===== config.mk =====
export PLATFORM = sky130hd
export DESIGN_NAME = ultra_sonic_echo_sim
export DESIGN_NICKNAME = d
export VERILOG_FILES = /design/src/rtl/ultra_sonic_pkg.sv /design/src/rtl/ultra_sonic_down_counter.sv /design/src/rtl/ultra_sonic_echo_sim.sv
export SDC_FILE = /design/constraint.sdc
export NUM_CORES = 1
export LEC_CHECK = 0
export BUFFER_PORTS_ARGS = -buffer_cell sky130_fd_sc_hd__clkbuf_2
export CAP_MARGIN = 20
export CORE_AREA = 2 2 129 131
export DETAILED_ROUTE_END_ITERATION = 8
export DIE_AREA = 0 0 131 133
export GPL_TIMING_DRIVEN = 1
export PLACE_DENSITY = 0.86
export SETUP_SLACK_MARGIN = 0.02
export SYNTH_ARGS = -nofsm -noshare
export SYNTH_HDL_FRONTEND = slang
export SYNTH_HIERARCHICAL = 1
export SYNTH_SLANG_ARGS = --single-unit

===== constraint.sdc =====
create_clock -name clk -period 7.9 [get_ports clk]
set_clock_uncertainty 0.05 [all_clocks]
set_input_delay 0.79 -clock clk [delete_from_list [all_inputs] [get_ports clk]]
set_output_delay 0.79 -clock clk [all_outputs]
set_load 0.02 [all_outputs]

===== src/rtl/ultra_sonic_pkg.sv =====
// Shared types and constants for the ultrasonic echo responder.
// FSM state encoding, register map and status word layout.
package ultra_sonic_pkg;

  typedef enum logic [2:0] {
    ST_IDLE    = 3'd0,
    ST_TRIG_HI = 3'd1,
    ST_BURST   = 3'd2,
    ST_ECHO    = 3'd3,
    ST_HOLDOFF = 3'd4
  } us_state_t;

  localparam logic [1:0] ADDR_ECHO   = 2'd0;
  localparam logic [1:0] ADDR_BURST  = 2'd1;
  localparam logic [1:0] ADDR_CTRL   = 2'd2;
  localparam logic [1:0] ADDR_STATUS = 2'd3;

  localparam int STAT_STATE_LSB = 0;
  localparam int STAT_DROP_LSB  = 8;
  localparam int STAT_MEAS_LSB  = 16;

  function automatic logic [31:0] pack_status(input logic [15:0] meas,
                                              input logic [7:0]  drop,
                                              input us_state_t   st);
    return {meas, drop, 5'b0, st};
  endfunction

endpackage


===== src/rtl/ultra_sonic_down_counter.sv =====
// Loadable down counter with zero flag; load has priority, decrement stops at zero.
// Result visible one cycle after load/dec; no backpressure.
module ultra_sonic_down_counter #(
  parameter int WIDTH = 32
) (
  input  logic             clk,
  input  logic             reset_all,
  input  logic             load,
  input  logic             dec,
  input  logic [WIDTH-1:0] load_val,
  output logic [WIDTH-1:0] count,
  output logic             zero
);

  always_ff @(posedge clk) begin
    if (!reset_all) begin
      count <= '0;
    end else if (load) begin
      count <= load_val;
    end else if (dec && (count != '0)) begin
      count <= count - WIDTH'(1);
    end
  end

  assign zero = (count == '0);

endmodule


===== src/rtl/ultra_sonic_echo_sim.sv =====
// HC-SR04 style responder: qualifies trig_in, waits burst_delay, then drives echo_out for echo_width cycles.
// Register reads return one cycle after read_en; trigger edges arriving while busy are dropped and counted.
module ultra_sonic_echo_sim
  import ultra_sonic_pkg::*;
#(
  parameter int COUNT_WIDTH     = 32,
  parameter int MIN_TRIG_CYCLES = 500,
  parameter int DEFAULT_BURST   = 10000,
  parameter int DEFAULT_ECHO    = 29000,
  parameter int MAX_ECHO_CYCLES = 1900000,
  parameter int HOLDOFF_CYCLES  = 50000
) (
  input  logic        clk,
  input  logic        reset_all,
  input  logic        trig_in,
  output logic        echo_out,
  input  logic [1:0]  addr,
  input  logic        read_en,
  input  logic        write_en,
  input  logic [31:0] write_data,
  output logic [31:0] read_data
);

  localparam int HI_W = $clog2(MIN_TRIG_CYCLES + 1);
  localparam logic [HI_W-1:0]        MIN_TRIG  = HI_W'(MIN_TRIG_CYCLES);
  localparam logic [COUNT_WIDTH-1:0] MAX_LOAD  = COUNT_WIDTH'(MAX_ECHO_CYCLES - 1);
  localparam logic [COUNT_WIDTH-1:0] HOLD_LOAD = COUNT_WIDTH'(HOLDOFF_CYCLES - 1);

  us_state_t              state, state_nxt;
  logic [HI_W-1:0]        hi_cnt, hi_nxt;
  logic [COUNT_WIDTH-1:0] echo_width, burst_delay, shadow_echo;
  logic                   enable;
  logic [15:0]            meas_count;
  logic [7:0]             drop_count;
  logic                   trig_prev, trig_rise;
  logic                   echo_nxt;
  logic                   cnt_load, cnt_dec, cnt_zero;
  logic [COUNT_WIDTH-1:0] cnt_val, cnt_count;
  logic                   meas_inc, drop_inc, shadow_ld;
  logic                   clear_cnt;
  logic [31:0]            rd_mux;

  assign trig_rise = trig_in && !trig_prev;
  assign clear_cnt = write_en && (addr == ADDR_STATUS);

  ultra_sonic_down_counter #(.WIDTH(COUNT_WIDTH)) u_cnt (
    .clk      (clk),
    .reset_all(reset_all),
    .load     (cnt_load),
    .dec      (cnt_dec),
    .load_val (cnt_val),
    .count    (cnt_count),
    .zero     (cnt_zero)
  );

  // One counter serves all timed phases; each phase reloads it for its own duration minus one.
  always_comb begin
    state_nxt = state;
    hi_nxt    = hi_cnt;
    echo_nxt  = echo_out;
    cnt_load  = 1'b0;
    cnt_dec   = 1'b0;
    cnt_val   = '0;
    meas_inc  = 1'b0;
    drop_inc  = 1'b0;
    shadow_ld = 1'b0;
    if (!enable && (state != ST_IDLE)) begin
      state_nxt = ST_IDLE;
      echo_nxt  = 1'b0;
    end else begin
      case (state)
        ST_IDLE: begin
          if (enable && trig_in) begin
            state_nxt = ST_TRIG_HI;
            hi_nxt    = HI_W'(1);
          end
        end
        ST_TRIG_HI: begin
          if (trig_in) begin
            if (hi_cnt < MIN_TRIG) hi_nxt = hi_cnt + HI_W'(1);
          end else if (hi_cnt >= MIN_TRIG) begin
            state_nxt = ST_BURST;
            shadow_ld = 1'b1;
            cnt_load  = 1'b1;
            cnt_val   = burst_delay;
          end else begin
            state_nxt = ST_IDLE;
            drop_inc  = 1'b1;
          end
        end
        ST_BURST: begin
          drop_inc = trig_rise;
          if (cnt_zero) begin
            state_nxt = ST_ECHO;
            echo_nxt  = 1'b1;
            cnt_load  = 1'b1;
            cnt_val   = (shadow_echo == '0) ? MAX_LOAD : shadow_echo - COUNT_WIDTH'(1);
          end else begin
            cnt_dec = 1'b1;
          end
        end
        ST_ECHO: begin
          drop_inc = trig_rise;
          if (cnt_zero) begin
            state_nxt = ST_HOLDOFF;
            echo_nxt  = 1'b0;
            meas_inc  = 1'b1;
            cnt_load  = 1'b1;
            cnt_val   = HOLD_LOAD;
          end else begin
            cnt_dec = 1'b1;
          end
        end
        ST_HOLDOFF: begin
          drop_inc = trig_rise;
          if (cnt_zero) state_nxt = ST_IDLE;
          else          cnt_dec   = 1'b1;
        end
        default: begin
          state_nxt = ST_IDLE;
          echo_nxt  = 1'b0;
        end
      endcase
    end
  end

  always_comb begin
    rd_mux = '0;
    case (addr)
      ADDR_ECHO:   rd_mux = 32'(echo_width);
      ADDR_BURST:  rd_mux = 32'(burst_delay);
      ADDR_CTRL:   rd_mux = {31'b0, enable};
      ADDR_STATUS: rd_mux = pack_status(meas_count, drop_count, state);
      default:     rd_mux = '0;
    endcase
  end

  always_ff @(posedge clk) begin
    if (!reset_all) begin
      state       <= ST_IDLE;
      hi_cnt      <= '0;
      echo_out    <= 1'b0;
      trig_prev   <= 1'b0;
      echo_width  <= COUNT_WIDTH'(DEFAULT_ECHO);
      burst_delay <= COUNT_WIDTH'(DEFAULT_BURST);
      shadow_echo <= COUNT_WIDTH'(DEFAULT_ECHO);
      enable      <= 1'b0;
      meas_count  <= '0;
      drop_count  <= '0;
      read_data   <= '0;
    end else begin
      state     <= state_nxt;
      hi_cnt    <= hi_nxt;
      echo_out  <= echo_nxt;
      trig_prev <= trig_in;
      if (shadow_ld) shadow_echo <= echo_width;
      if (write_en) begin
        case (addr)
          ADDR_ECHO:  echo_width  <= write_data[COUNT_WIDTH-1:0];
          ADDR_BURST: burst_delay <= write_data[COUNT_WIDTH-1:0];
          ADDR_CTRL:  enable      <= write_data[0];
          default:    ;
        endcase
      end
      if (clear_cnt) begin
        meas_count <= '0;
        drop_count <= '0;
      end else begin
        if (meas_inc) meas_count <= meas_count + 16'd1;
        if (drop_inc && (drop_count != 8'hFF)) drop_count <= drop_count + 8'd1;
      end
      if (read_en) read_data <= rd_mux;
    end
  end

endmodule


---- Yosys cells after proc, flatten, opt, wreduce, memory -nomap -nowiden ----
Index checks and enable logic that the tools add are counted.
storage, ports and cells
  flip-flop bits (word level) ............. 199
  input port bits ......................... 39
  output and inout bits ................... 33
  word-level logic and storage cells ...... 104
operators by class
  $add $sub $neg .......................... 5
  order comparisons ....................... 2
  equality and inequality tests ........... 15
  muxes and demuxes ....................... 40
  bitwise gates (word level) .............. 3
  reductions and logical operators ........ 27
operators by type and width
  cell                     count
  $mux W32                 7
  $pmux W32 S4             1
  $pmux W32 S3             1
  $logic_not A32 Y1        2
  $sub A32 B1 Y32 const B  2
  $reduce_bool A32 Y1      1
  $mux W9                  3
  $pmux W9 S2              1
  $add A16 B1 Y16 const B  1
  $mux W1                  16
  $mux W16                 1
  $mux W3                  5
  $pmux W3 S5              1
  $ne A2 B2 Y1 const B     7
  $reduce_and A5 Y1        2
  $add A9 B1 Y9 const B    1
  $ge A9 B9 Y1 const B     1
  $lt A9 B9 Y1 const B     1
  $add A8 B1 Y8 const B    1
  $ne A8 B8 Y1 const B     1
  $eq A3 B2 Y1 const B     2
  $logic_and A1 B1 Y1      6
  $reduce_and A2 Y1        3
  $reduce_or A2 Y1         3
  other kinds (15)         22

---- Longest topological paths before layout ----
  word-level depth ........................ 7
  gate-level depth with buffers ........... 13
  gate-level depth less buffers ........... 13

---- By module ----
Netlist, hierarchy kept.
modules (own cells, without submodules)
  module                    times used  cells an instance  area an instance (sq um)  seq. area each (sq um)
  ultra_sonic_echo_sim      1           1004               8234.1                    3343.2
  ultra_sonic_down_counter  1           229                1935.6                    640.6

---- Worst setup path after synthesis ----
No wires, ideal clock.
  path type ............................... reg2reg
  from .................................... register u_cnt.count[24]
  to ...................................... register u_cnt.count[1]
  setup time .............................. 120 ps
  arrival time ............................ 3256 ps
  slack ................................... 4474 ps
  cell stages (with the launch flop) ...... 12
  clock period less this slack ............ 3426 ps
  cell sequence ........................... dfxtp_1 -> or4_4 -> or3_4 -> nor3_1 -> nand2_1 -> nor2_1 -> nor2_1 -> nor2_1 -> dlygate4sd3_1 -> nor2_1 -> nand3_1 -> nand3_1
between the ends
  elaborated cells on any way between the ends .. 15
  those cells by class .................... mux: 11; reduce/logical: 4
RTL lines
  item                                                   RTL line                                                 RTL
  start: declaration                                     ultra_sonic_down_counter.sv:11                           output logic [WIDTH-1:0] count,
  start signal: assignment                               ultra_sonic_down_counter.sv:19                           count <= load_val;
  start signal: assignment                               ultra_sonic_down_counter.sv:21                           count <= count - WIDTH'(1);
  $logic_not A32 Y1 *                                    ultra_sonic_down_counter.sv:25                           assign zero = (count == '0);
  named net cnt_zero                                     ultra_sonic_echo_sim.sv:37                               logic cnt_load, cnt_dec, cnt_zero;
  $mux W1 *                                              ultra_sonic_echo_sim.sv:93, ultra_sonic_echo_sim.sv:104
  $pmux W1 S2 *                                          ultra_sonic_echo_sim.sv:71                               case (state)
  $mux W1 *                                              ultra_sonic_echo_sim.sv:67                               if (!enable && (state != ST_IDLE)) begin
  named net cnt_load                                     ultra_sonic_echo_sim.sv:37
  $mux W32 / $reduce_bool A2 Y1 (equally long branches)  -
Mark *: on every way through the listed nets, which the timed path passes. The rest lies on a longest branch.
A chain may end at the register's enable or synchronous reset.

---- Worst setup path in the final report ----
  from .................................... register u_cnt.count[24]
  to ...................................... register u_cnt.count[2]
Same word-level chain as after synthesis.

==> flow_summary.json <==
{
  "outcome": "completed",
  "sw_frac_of_total_pct": 23.5,
  "pre_cts_ws_ns": 2.72,
  "drt-initial-drc-count": 878,
  "rsz0062_at_grt": "false",
  "synthAdderAreaFrac_pct": 0.738,
  "grt_usage_pct": 31.0,
  "slew_headroom_pct": 29.5,
  "routed_via_density": 6.25,
  "fin_area_mm2": 0.0112,
  "postSynthAreaPerCell_um2": 8.25,
  "synth.distinct_cells": 87,
  "utilization_pct": 69.5,
  "yosys.area_share.simple_pct": 25.6,
  "cts_max_path_buffers": 2,
  "ys.warnings.count": 6,
  "yosysTopAreaCell": "dfxtp_1",
  "ys_seq_area_share_pct": 39.2,
  "arrival_ns": 4.73,
  "pin_count": 72,
  "cts.sinks": 199,
  "die_area_mm2": 0.0174,
  "grt_pass1_vias": 8668,
  "cts_setup_buffers": 0,
  "grt_overflow": 0,
  "synth_compound_area_share_pct": 21.9,
  "ctsHtreeMaxLevel": 4,
  "instances_no_fill": 1487,
  "drtPass1Iterations": 6,
  "power.share.combinational_pct": 6.0,
  "cts_tree": "built",
  "grt_max_degree": 63,
  "tns_ns": 0,
  "area_delta_synth_final_pct": 10.5,
  "die_y_um": 133,
  "via_count": 9298,
  "power_frac_seq_pct": 48.2,
  "ctsResizeCount": 0,
  "drt-total-wl_um": 26600,
  "dp_hpwl_um": 17400,
  "hold_class": "register to register",
  "start_util_pct": 62.9,
  "drc": 0,
  "slew_violations": 0,
  "gp_congestion": 0.924,
  "dp_cells": 1454,
  "pwr-share-clk_pct": 45.8,
  "tightest_slew_ns": 1.05,
  "drv_cap": 0,
  "clk_pin_slew_ns": 0.08,
  "syn_area_mm2": 0.0102,
  "powerDensity_mw_per_mm2": 192,
  "fmax_mhz": 224,
  "hold_buffers": 0,
  "io_buffers": 71,
  "start_kind": "register",
  "hold_viol": 0,
  "synth_edf_count": 0,
  "p_switching_mw": 0.508,
  "synthCells": 1233,
  "clock_latency_ns": 0.45,
  "num_rows": 47,
  "synth_mux_area_share_pct": 3.67,
  "nets": 1299,
  "wl_per_cell_um": 17.9,
  "cp-end-kind": "register",
  "die_w_um": 131,
  "grt_pass1_wl_um": 43100,
  "period_needed_ns": 4.47,
  "cp_data_required_time_ns": 8.16,
  "synth_nets": 1278,
  "synth_top_family_by_area": "simple AND/OR/NAND/NOR gates",
  "synth-main-ff-cell": "dfxtp_1",
  "async_reset_ff_share_pct": 0,
  "internal_power_mw": 1.65,
  "cts_buffers": 17,
  "peakVddDrop_mv": 0.164,
  "ys_ff_latch": 199,
  "cts-root-buf": "clkbuf_16",
  "core_mm2": 0.0162,
  "p_leak_nw": 4.24,
  "ant_nets": 0,
  "synth.area.top_cells": "dfxtp_1 39%, nand2_1 9.8%, a21boi_0 5.8%, mux2i_1 3.4%, xnor2_1 3.0%",
  "antenna_found_initial": 0,
  "synth-xor-area-share_pct": 4.65,
  "period_share_pct": 56.6,
  "diodes": 0,
  "finalSetupViolations": 0,
  "worstPathMaxFanout": 31,
  "layout-drive-gt1-share_pct": 12.9,
  "layout_setup_ws_ns": 3.43,
  "synth_top_area_share_pct": 39.2,
  "dpl_cell_area_mm2": 0.0106,
  "criticalPathCategory": "register to register"
}
==> layout make-up <==
| class | instances | area (um^2) |
|---|---|---|
| fill | 1219 | 4940 |
| multi-input combinational | 928 | 5750 |
| sequential | 199 | 3980 |
| clock inverter | 14 | 236 |
| timing repair buffer | 85 | 463 |
| inverter | 23 | 86.3 |
| clock buffer | 18 | 439 |
| tap | 220 | 275 |
==> flip-flops by register name, indices dropped and copies added, names as in the netlist <==
register     cells
shadow_echo     32
u_cnt/count     32
read_data       32
drop_count       8
echo_width      32
trig_prev        1
enable           1
burst_delay     32
state            3
hi_cnt           9
meas_count      16
echo_out         1
==> routing by layer <==
metal	up-vias	GRT usage (%)	share of wire, %
li1	4420	-	-
met1	4421	40.0	42
met2	367	49.8	47
met3	90	5.26	6.0
met4	0	15.8	4.4
met5	-	0	0
==> logic make-up after synthesis <==
logic type      Yosys count
flops                   199
mux                      36
buf+inv                 106
simple gates            521
xor+xnor                 54
compound gates          311
fa+ha+maj                 6
==> power groups by stage <==
stage | clock (mW) | sequential [mW] | combinational [mW]
floorplan | 0 | 1.07 | 0.0743
global placement | 0 | 1.06 | 0.123
detailed placement | 0 | 1.06 | 0.126
CTS | 0.992 | 1.04 | 0.128
global route | 1.04 | 1.04 | 0.138
finish | 0.989 | 1.04 | 0.129
==> final timing paths <==
check                                             startpoint                           to  slack (ns)  depth (start not counted)
worst max-delay path            u_cnt/count[24]$_SDFFE_PN0P_  u_cnt/count[2]$_SDFFE_PN0P_        3.43                         12
worst min-delay path                  hi_cnt[8]$_SDFFE_PN0P_       hi_cnt[8]$_SDFFE_PN0P_        0.41                          2
worst max register to register  u_cnt/count[24]$_SDFFE_PN0P_  u_cnt/count[2]$_SDFFE_PN0P_        3.43                         12
worst min register to register        hi_cnt[8]$_SDFFE_PN0P_       hi_cnt[8]$_SDFFE_PN0P_        0.41                          2
==> layout by cell type, fill, tap and decap left out, types with 29 or more instances in the layout <==
cell type and count:
xnor2_1 35, a21boi_0 79, nand2_1 265, nor2_1 50
dfxtp_1 199, clkbuf_2 70, o211a_1 29, nand3_1 37
a21oi_1 30, mux2i_1 35, o21ai_0 50
==> critical path, stage by stage (launching register included) <==
cell      delay (ns)
dfxtp_1         0.35
or4_4           0.57
or3_4           0.43
nor3_1          0.59
nand2_1         0.27
nor2_1          0.25
nor2_1          0.09
nor2_1          0.20
buf_4           0.26
clkinv_1        0.50
buf_4           0.44
o21ai_0         0.25
a31oi_1         0.08
==> cells in the mapped netlist (all sizes together), types with 4 or more instances <==
library cell,number
nand3b,7
xor2,19
mux2i,35
and3,7
nand2,265
o21ai,65
o22ai,6
nand2b,9
a21oi,30
a2111oi,4
o211ai,27
xnor2,35
ha,6
nand4,17
a22oi,4
o311a,4
nor4,19
o31a,5
clkbuf,60
or2,7
or4,12
o211a,29
nor3,30
inv,22
and4,6
nor2b,7
nor2,51
a21boi,79
nand3,38
buf,22
and2,13
o21a,4
dfxtp,199
nor3b,4
a31oi,21
o31ai,12
or3,17
==> through the flow <==
stage / total power [mW] / hold WS [ns]
4_1_cts: 2.16 / 0.411
3_5_place_dp: 1.19 / 0.391
2_1_floorplan: 1.14 / 0.376
6_report: 2.16 / 0.414
3_3_place_gp: 1.18 / 0.385
5_1_grt: 2.22 / 0.451
Note: power is estimated with default switching activity, not from simulation.
